===== src/rtl/gauss_pkg.sv =====
// Shared types and defaults for the Gaussian filter frame controller.
package gauss_pkg;

  localparam int DATA_W_DEF    = 8;
  localparam int DIM_W_DEF     = 12;
  localparam int MAX_WIDTH_DEF = 1920;

  typedef enum logic [2:0] {
    ST_IDLE   = 3'd0,
    ST_CHECK  = 3'd1,
    ST_STREAM = 3'd2,
    ST_FLUSH  = 3'd3,
    ST_DRAIN  = 3'd4,
    ST_DONE   = 3'd5
  } state_t;

  // A frame is legal when both dimensions are non-zero and the width fits the line buffer.
  function automatic logic cfg_legal(input int unsigned w, input int unsigned h,
                                     input int unsigned max_w);
    return (w != 0) && (h != 0) && (w <= max_w);
  endfunction

endpackage


===== src/rtl/gauss_pix_counter.sv =====
// Column/row position counter with width/height wrap and a last-pixel flag.
module gauss_pix_counter
  import gauss_pkg::*;
#(
  parameter int DIM_W = DIM_W_DEF
) (
  input  logic             clk,
  input  logic             rst_n,
  input  logic             clr,
  input  logic             inc,
  input  logic [DIM_W-1:0] width,
  input  logic [DIM_W-1:0] height,
  output logic [DIM_W-1:0] col,
  output logic [DIM_W-1:0] row,
  output logic             last
);

  localparam logic [DIM_W-1:0] ONE = DIM_W'(1);

  logic [DIM_W-1:0] col_reg, row_reg;
  logic             col_wrap, row_wrap;

  assign col_wrap = (col_reg == width - ONE);
  assign row_wrap = (row_reg == height - ONE);

  always_ff @(posedge clk or negedge rst_n) begin
    if (!rst_n) begin
      col_reg <= '0;
      row_reg <= '0;
    end else if (clr) begin
      col_reg <= '0;
      row_reg <= '0;
    end else if (inc) begin
      if (col_wrap) begin
        col_reg <= '0;
        row_reg <= row_wrap ? '0 : row_reg + ONE;
      end else begin
        col_reg <= col_reg + ONE;
      end
    end
  end

  assign col  = col_reg;
  assign row  = row_reg;
  assign last = col_wrap && row_wrap;

endmodule


===== src/rtl/gauss_frame_ctrl.sv =====
// Frame sequencer in front of gaussianFilter: gates the pixel stream, injects a flush row, tracks outputs.
// Optional source-starvation counter enabled by defining GAUSS_CTRL_STALL_CNT_EN.
module gauss_frame_ctrl
  import gauss_pkg::*;
#(
  parameter int                DATA_W    = DATA_W_DEF,
  parameter int                DIM_W     = DIM_W_DEF,
  parameter int                MAX_WIDTH = MAX_WIDTH_DEF,
  parameter logic [DATA_W-1:0] PAD_VALUE = '0,
  parameter int                DRAIN_MAX = 4096
) (
  input  logic               clk,
  input  logic               rst_n,
  input  logic               start,
  input  logic               abort,
  input  logic [DIM_W-1:0]   img_width,
  input  logic [DIM_W-1:0]   img_height,
  input  logic [DATA_W-1:0]  src_data,
  input  logic               src_valid,
  output logic               src_ready,
  output logic [DATA_W-1:0]  flt_data,
  output logic               flt_valid,
  output logic [DIM_W-1:0]   flt_width,
  input  logic               flt_out_valid,
  output logic               busy,
  output logic               frame_done,
  output logic               timeout,
  output logic               cfg_err,
  output logic [DIM_W-1:0]   col,
  output logic [DIM_W-1:0]   row,
  output logic [2*DIM_W-1:0] stall_cnt
);

  localparam int               CNT_W     = 2 * DIM_W;
  localparam int               TMR_W     = $clog2(DRAIN_MAX) + 1;
  localparam logic [TMR_W-1:0] TMR_LIMIT = TMR_W'(DRAIN_MAX - 1);

  state_t             state_reg, state_next;
  logic [DIM_W-1:0]   width_reg, height_reg, flt_width_reg;
  logic [CNT_W-1:0]   expected_reg, out_cnt_reg;
  logic [TMR_W-1:0]   drain_tmr_reg;
  logic [DATA_W-1:0]  flt_data_reg;
  logic               flt_valid_reg, cfg_err_reg, timeout_reg;
  logic               start_ok, cfg_bad, xfer, flush_inc;
  logic               pix_last, flush_last, out_done, tmr_expired;
  logic [DIM_W-1:0]   flush_col, flush_row;
  logic               unused_flush;

  assign start_ok    = (state_reg == ST_IDLE) && start;
  assign cfg_bad     = !cfg_legal(32'(width_reg), 32'(height_reg), 32'(MAX_WIDTH));
  assign xfer        = src_ready && src_valid && !abort;
  assign flush_inc   = (state_reg == ST_FLUSH) && !abort;
  assign out_done    = (out_cnt_reg >= expected_reg);
  assign tmr_expired = (drain_tmr_reg == TMR_LIMIT);

  gauss_pix_counter #(.DIM_W(DIM_W)) u_pix_cnt (
    .clk    (clk),
    .rst_n  (rst_n),
    .clr    (start_ok),
    .inc    (xfer),
    .width  (width_reg),
    .height (height_reg),
    .col    (col),
    .row    (row),
    .last   (pix_last)
  );

  // Same counter as a single-row sequence: its last flag marks the end of the flush row.
  gauss_pix_counter #(.DIM_W(DIM_W)) u_flush_cnt (
    .clk    (clk),
    .rst_n  (rst_n),
    .clr    (start_ok),
    .inc    (flush_inc),
    .width  (width_reg),
    .height (DIM_W'(1)),
    .col    (flush_col),
    .row    (flush_row),
    .last   (flush_last)
  );

  assign unused_flush = &{1'b0, flush_col, flush_row};

  always_ff @(posedge clk or negedge rst_n) begin
    if (!rst_n) state_reg <= ST_IDLE;
    else        state_reg <= state_next;
  end

  always_comb begin
    state_next = state_reg;
    if (abort && (state_reg != ST_IDLE)) begin
      state_next = ST_IDLE;
    end else begin
      case (state_reg)
        ST_IDLE:   if (start) state_next = ST_CHECK;
        ST_CHECK:  state_next = cfg_bad ? ST_IDLE : ST_STREAM;
        ST_STREAM: if (xfer && pix_last) state_next = ST_FLUSH;
        ST_FLUSH:  if (flush_last) state_next = ST_DRAIN;
        // Completion is tested before the timer so a tie resolves to DONE.
        ST_DRAIN: begin
          if (out_done)         state_next = ST_DONE;
          else if (tmr_expired) state_next = ST_IDLE;
        end
        ST_DONE:   state_next = ST_IDLE;
        default:   state_next = ST_IDLE;
      endcase
    end
  end

  always_comb begin
    src_ready  = 1'b0;
    busy       = 1'b1;
    frame_done = 1'b0;
    case (state_reg)
      ST_IDLE:   busy = 1'b0;
      ST_STREAM: src_ready = 1'b1;
      ST_DONE:   frame_done = !abort;
      default:   ;
    endcase
  end

  always_ff @(posedge clk or negedge rst_n) begin
    if (!rst_n) begin
      width_reg     <= '0;
      height_reg    <= '0;
      flt_width_reg <= '0;
      expected_reg  <= '0;
      out_cnt_reg   <= '0;
      drain_tmr_reg <= '0;
      flt_data_reg  <= '0;
      flt_valid_reg <= 1'b0;
      cfg_err_reg   <= 1'b0;
      timeout_reg   <= 1'b0;
    end else begin
      if (start_ok) begin
        width_reg  <= img_width;
        height_reg <= img_height;
      end
      if ((state_reg == ST_CHECK) && !cfg_bad && !abort) begin
        flt_width_reg <= width_reg;
      end
      if (state_reg == ST_CHECK) begin
        expected_reg <= CNT_W'(width_reg) * CNT_W'(height_reg);
      end
      // Saturating at expected keeps late extra outputs from wrapping the count.
      if (start_ok) begin
        out_cnt_reg <= '0;
      end else if ((state_reg != ST_IDLE) && flt_out_valid && !out_done) begin
        out_cnt_reg <= out_cnt_reg + CNT_W'(1);
      end
      drain_tmr_reg <= (state_reg == ST_DRAIN) ? drain_tmr_reg + TMR_W'(1) : '0;
      flt_valid_reg <= xfer || flush_inc;
      if (xfer) begin
        flt_data_reg <= src_data;
      end else if (flush_inc) begin
        flt_data_reg <= PAD_VALUE;
      end
      cfg_err_reg <= (state_reg == ST_CHECK) && cfg_bad && !abort;
      timeout_reg <= (state_reg == ST_DRAIN) && !abort && !out_done && tmr_expired;
    end
  end

  assign flt_data  = flt_data_reg;
  assign flt_valid = flt_valid_reg;
  assign flt_width = flt_width_reg;
  assign cfg_err   = cfg_err_reg;
  assign timeout   = timeout_reg;

`ifdef GAUSS_CTRL_STALL_CNT_EN
  logic [CNT_W-1:0] stall_cnt_reg;

  always_ff @(posedge clk or negedge rst_n) begin
    if (!rst_n) begin
      stall_cnt_reg <= '0;
    end else if (start_ok) begin
      stall_cnt_reg <= '0;
    end else if ((state_reg == ST_STREAM) && !src_valid && (stall_cnt_reg != '1)) begin
      stall_cnt_reg <= stall_cnt_reg + CNT_W'(1);
    end
  end

  assign stall_cnt = stall_cnt_reg;
`else
  assign stall_cnt = '0;
`endif

endmodule


===== config.mk =====
export PLATFORM = sky130hd
export DESIGN_NAME = gauss_frame_ctrl
export DESIGN_NICKNAME = d
export VERILOG_FILES = /design/src/rtl/gauss_pkg.sv /design/src/rtl/gauss_pix_counter.sv /design/src/rtl/gauss_frame_ctrl.sv
export SDC_FILE = /design/constraint.sdc
export NUM_CORES = 1
export LEC_CHECK = 0
export CAP_MARGIN = 20
export CORE_UTILIZATION = 46
export CTS_CLUSTER_SIZE = 12
export DETAILED_ROUTE_END_ITERATION = 6
export PLACE_DENSITY = 0.76
export SYNTH_ARGS = -nofsm -noshare
export SYNTH_HDL_FRONTEND = slang
export SYNTH_SLANG_ARGS = --single-unit

===== constraint.sdc =====
create_clock -name clk -period 13 [get_ports clk]
set_input_delay 2.6 -clock clk [delete_from_list [all_inputs] [get_ports clk]]
set_output_delay 2.6 -clock clk [all_outputs]
set_load 0.01 [all_outputs]

Yosys cells after proc, flatten, opt, wreduce, memory -nomap -nowiden

Index checks and enable logic that the tools add are counted.

Logic and storage cells: 106
Output and inout bits: 74
Input port bits: 38
Register bits: 159

Reduce and logical (&&, ||, !) cells: 37
Equality and inequality tests: 13
Mux-type cells: 30
Add/sub/neg operators: 8
Multiply operators: 1
$lt $le $gt $ge: 2

Operators by type and width:

| kind                                                                                | count |
|---|---|
| 12-bit 2-to-1 mux                                                                   | 14 |
| 12-bit by 1-bit adder with 12-bit output (second input constant)                    | 4 |
| 24-bit 2-to-1 mux                                                                   | 2 |
| 12-bit == test                                                                      | 3 |
| 24-bit by 1-bit adder with 24-bit output (second input constant)                    | 1 |
| 24-bit >= comparator                                                                | 1 |
| 12-bit by 12-bit multiplier with 24-bit output                                      | 1 |
| 12-bit nonzero test                                                                 | 2 |
| 12-bit by 1-bit subtractor with 12-bit output (second input constant)               | 2 |
| 1-bit logical AND                                                                   | 19 |
| 3-bit 2-to-1 mux                                                                    | 6 |
| 8-bit 2-to-1 mux                                                                    | 2 |
| 3-bit one-hot mux with 5 select lines                                               | 1 |
| 13-bit by 1-bit adder with 13-bit output (second input constant)                    | 1 |
| 13-bit by 12-bit == test with 1-bit output (second input constant)                  | 1 |
| 13-bit 2-to-1 mux                                                                   | 1 |
| 12-bit by 11-bit less-or-equal comparator with 1-bit output (second input constant) | 1 |
| 12-bit zero test                                                                    | 1 |
| 2-bit nonzero test                                                                  | 6 |
| 3-bit by 2-bit == test with 1-bit output (second input constant)                    | 2 |
| 3-bit == test (second input constant)                                               | 2 |
| 3-bit by 2-bit inequality test with 1-bit output (second input constant)            | 2 |
| 4-bit inequality test (second input constant)                                       | 1 |
| 2-bit AND reduction                                                                 | 2 |
| 9 further kinds                                                                     | 13 |

Depth between registers and ports, before layout

Depth after elaboration: 8
Gate-level depth with buffers: 22
Mapped depth without buffers: 20

Hierarchy

Synthesis repeated with hierarchy kept, for this count alone.

Cell total of the unflattened synthesis: 1,735
Area, all modules: 14,895.5 µm²

By module, submodules not included:

| module            | sequential area each (µm²) | instances | area an instance (µm²) | cells each |
|---|---|---|---|---|
| gauss_frame_ctrl  | 2,777.7                    | 1         | 10,193.5               | 1,143 |
| gauss_pix_counter | 600.6                      | 2         | 2,351.0                | 296 |

Worst setup path after synthesis

Ideal clock, no wire load.

Path kind: input port to output port
Start point: input abort
End point: output frame_done
Buffers on the path: 1
Data required time: 10.400 ns
Slack: 7.321 ns
Stages: 2
Arrival: 3.079 ns
Path through: clkbuf_1 -> nor3_1

Word-level cells in the longest chain between the ends: 2

Ends and longest elaborated chain:

| what             | line                    | RTL |
|---|---|---|
| from (decl)      | gauss_frame_ctrl.sv:15  | `input logic abort,` |
| 1-bit zero test  | gauss_frame_ctrl.sv:116 | `ST_DONE: frame_done = !abort;` |
| 1-bit 2-to-1 mux | gauss_frame_ctrl.sv:113 | `case (state_reg)` |
| to (decl)        | gauss_frame_ctrl.sv:26  | `output logic frame_done,` |

No other way between the ends.

Worst setup path in the final report

Same ends and word-level chain as after synthesis.

==> metrics.cfg <==
[outcome]
outcome = complete, no violations

[placed_design]
hpwl_mm = 24.3
gp_congestion = 0.900
portBuffers = 87

[sta]
fmax_ghz = 0.150
worst_pin_slew_ns = 1.06
rsz0062_at_grt = no
slew_viol_final = 0
setup_tns_ns = 0
slew_headroom = 0.285
fin_crit_sh = 0.512
hold_viol = 0
setup_violations = 0
skew_ns = 0.0119
finalCriticalPeriod_ns = 6.65

[global_route]
grt_pass1_vias = 11500
grt_max_degree = 88
antenna_found_initial = 0
grt_usage = 0.223
grt_first_pass_wirelength_mm = 55.9
grt_overflow = 0

[worst_hold_path]
hold_depth = 1
holdPathEnd = drain_tmr_reg[0]$_DFF_PN0_
min_path_type = flip-flop to flip-flop
worstHoldStart = drain_tmr_reg[0]$_DFF_PN0_

[synth]
yosys.area.top_type = dfrtp_1
syn_area_mm2 = 0.0140
synthTopCellsByArea = dfrtp_1 28%, fa_1 14%, ha_1 8.7%, nand2_1 7.3%, inv_1 5.3%
synth.distinct_cells = 75
ys_seq_area_frac = 0.284
synth_top_area_share = 0.284
ys_ff_latch = 159
syn_inst = 1632
synth_edf_count = 0
ys.warnings.count = 0
avgSynthCellArea_um2 = 8.58
synth_ff_type = dfrtp_1
async_flop_share = 1.00

[clocking]
cts_resized = 0
numCtsBuffers = 17
clk_latency_ns = 0.45
cts_root_buf = clkbuf_16
cts.clk_slew.worst_paths_ns = 0.06
cts_buffer_depth = 2
htreeDepth = 4
cts_tree = done
cts.sinks = 159
post_cts_buffers = 0
cts_hold_buf = 0

[die]
die_w_um = 176
design.core.area_mm2 = 0.0298
io_pins = 112
rows = 63
dieArea_mm2 = 0.0311
die_h_um = 176
initial_core_util = 0.470

[setup_path]
cp-start-kind = primary input
r2r_cells = 15
cp_data_arrival_time_ns = 4.05
r2r_slack_ns = 7.09
critPathKind = primary input to output pin
worstReg2RegEnd = expected_reg[20]$_DFFE_PN0N_
timing.rr.start = width_reg[2]$_DFFE_PN0P_
worst-path-max-fanout = 13
end_kind = output pin
required_ns = 10.40

[final_layout]
area_growth_syn_to_layout_pct = 11.2
fin_nets = 1902
post-route-util = 0.523
num_antenna_cells = 0
drive_gt1_frac = 0.0381
mostFrequentLayoutCell = nand2_1
layout_common_cells = 273 x nand2_1, 198 x inv_1, 159 x dfrtp_1

[route]
wl_mm = 33.3
routedWlPerCell_um = 16.1
antenna_left = 0
vias = 11400
vias_per_cell = 5.52
drt-initial-drc-count = 981
dr.pass1.iters = 5
drcViolationCount = 0

[run]
max-cap-violations = 0

[logic make-up after synthesis]
logic type,after synthesis,share of synthesized area
AO/OA/AOI/OAI,222,0.0989
XOR/XNOR,88,0.0580
adder cells (fa/ha/maj),197,0.230
buffers and inverters,298,0.0869
flip-flops,159,0.284
multiplexers,17,0.0129
other,1,0.000268
AND/OR/NAND/NOR,650,0.229
[metrics by stage]
| step | hold WS, ns | instance area [um^2] | cells | setup WS, ns |
|---|---|---|---|---|
| 6_report | 0.463 | 15600 | 2070 | 6.35 |
| 5_1_grt | 0.496 | 15600 | 2070 | 6.28 |
| 4_1_cts | 0.463 | 15600 | 2070 | 6.34 |
| 3_5_place_dp | 0.454 | 15000 | 2038 | 6.36 |
| 3_3_place_gp | 0.447 | 15000 | 2038 | 6.38 |
| 2_1_floorplan | 0.433 | 14100 | 1655 | 7.32 |
[worst max-delay path by stage]
stage | startpoint | to | slack, ns | cells past startpoint
after floorplan | abort | frame_done | 7.32 | 2
after global placement | abort | frame_done | 6.38 | 3
after detailed placement | abort | frame_done | 6.36 | 3
after CTS | abort | frame_done | 6.34 | 3
after global routing | abort | frame_done | 6.28 | 3
final | abort | frame_done | 6.35 | 3
[cell usage after synthesis, types with 16 or more instances]
master,count
dfrtp_1,159
clkbuf_1,64
fa_1,100
nand3_1,47
or3_1,16
nor4_1,19
nand2_1,273
o21ai_0,87
nand4_1,20
a21oi_1,42
nor3_1,33
inv_1,198
nor2_1,90
ha_1,97
xor2_1,32
xnor2_1,53
buf_4,24
and2_1,40
and3_1,30
[cell type report]
type	count	area, um^2
multi-input cells	1198	8900
clock buffers	19	443
clock inverters	13	106
flip-flops and latches	159	3980
fillers	2740	14200
repair buffers	93	917
inverters	198	743
well taps	390	488
[layer usage]
metal / up-vias / GRT usage / part of all wire
li1: 5405 / - / -
met1: 5584 / 0.300 / 0.45
met2: 390 / 0.360 / 0.47
met3: 52 / 0.0446 / 0.062
met4: 0 / 0.0686 / 0.018
met5: - / 0 / 0
[critical path: stages]
cell,delay [ns]
clkdlybuf4s50_1,0.62
nor3_1,0.27
clkdlybuf4s50_1,0.56
Power is left out: the tool's default activity adds up to more than one toggle a clock period on the data nets, which glitch-free logic cannot reach.
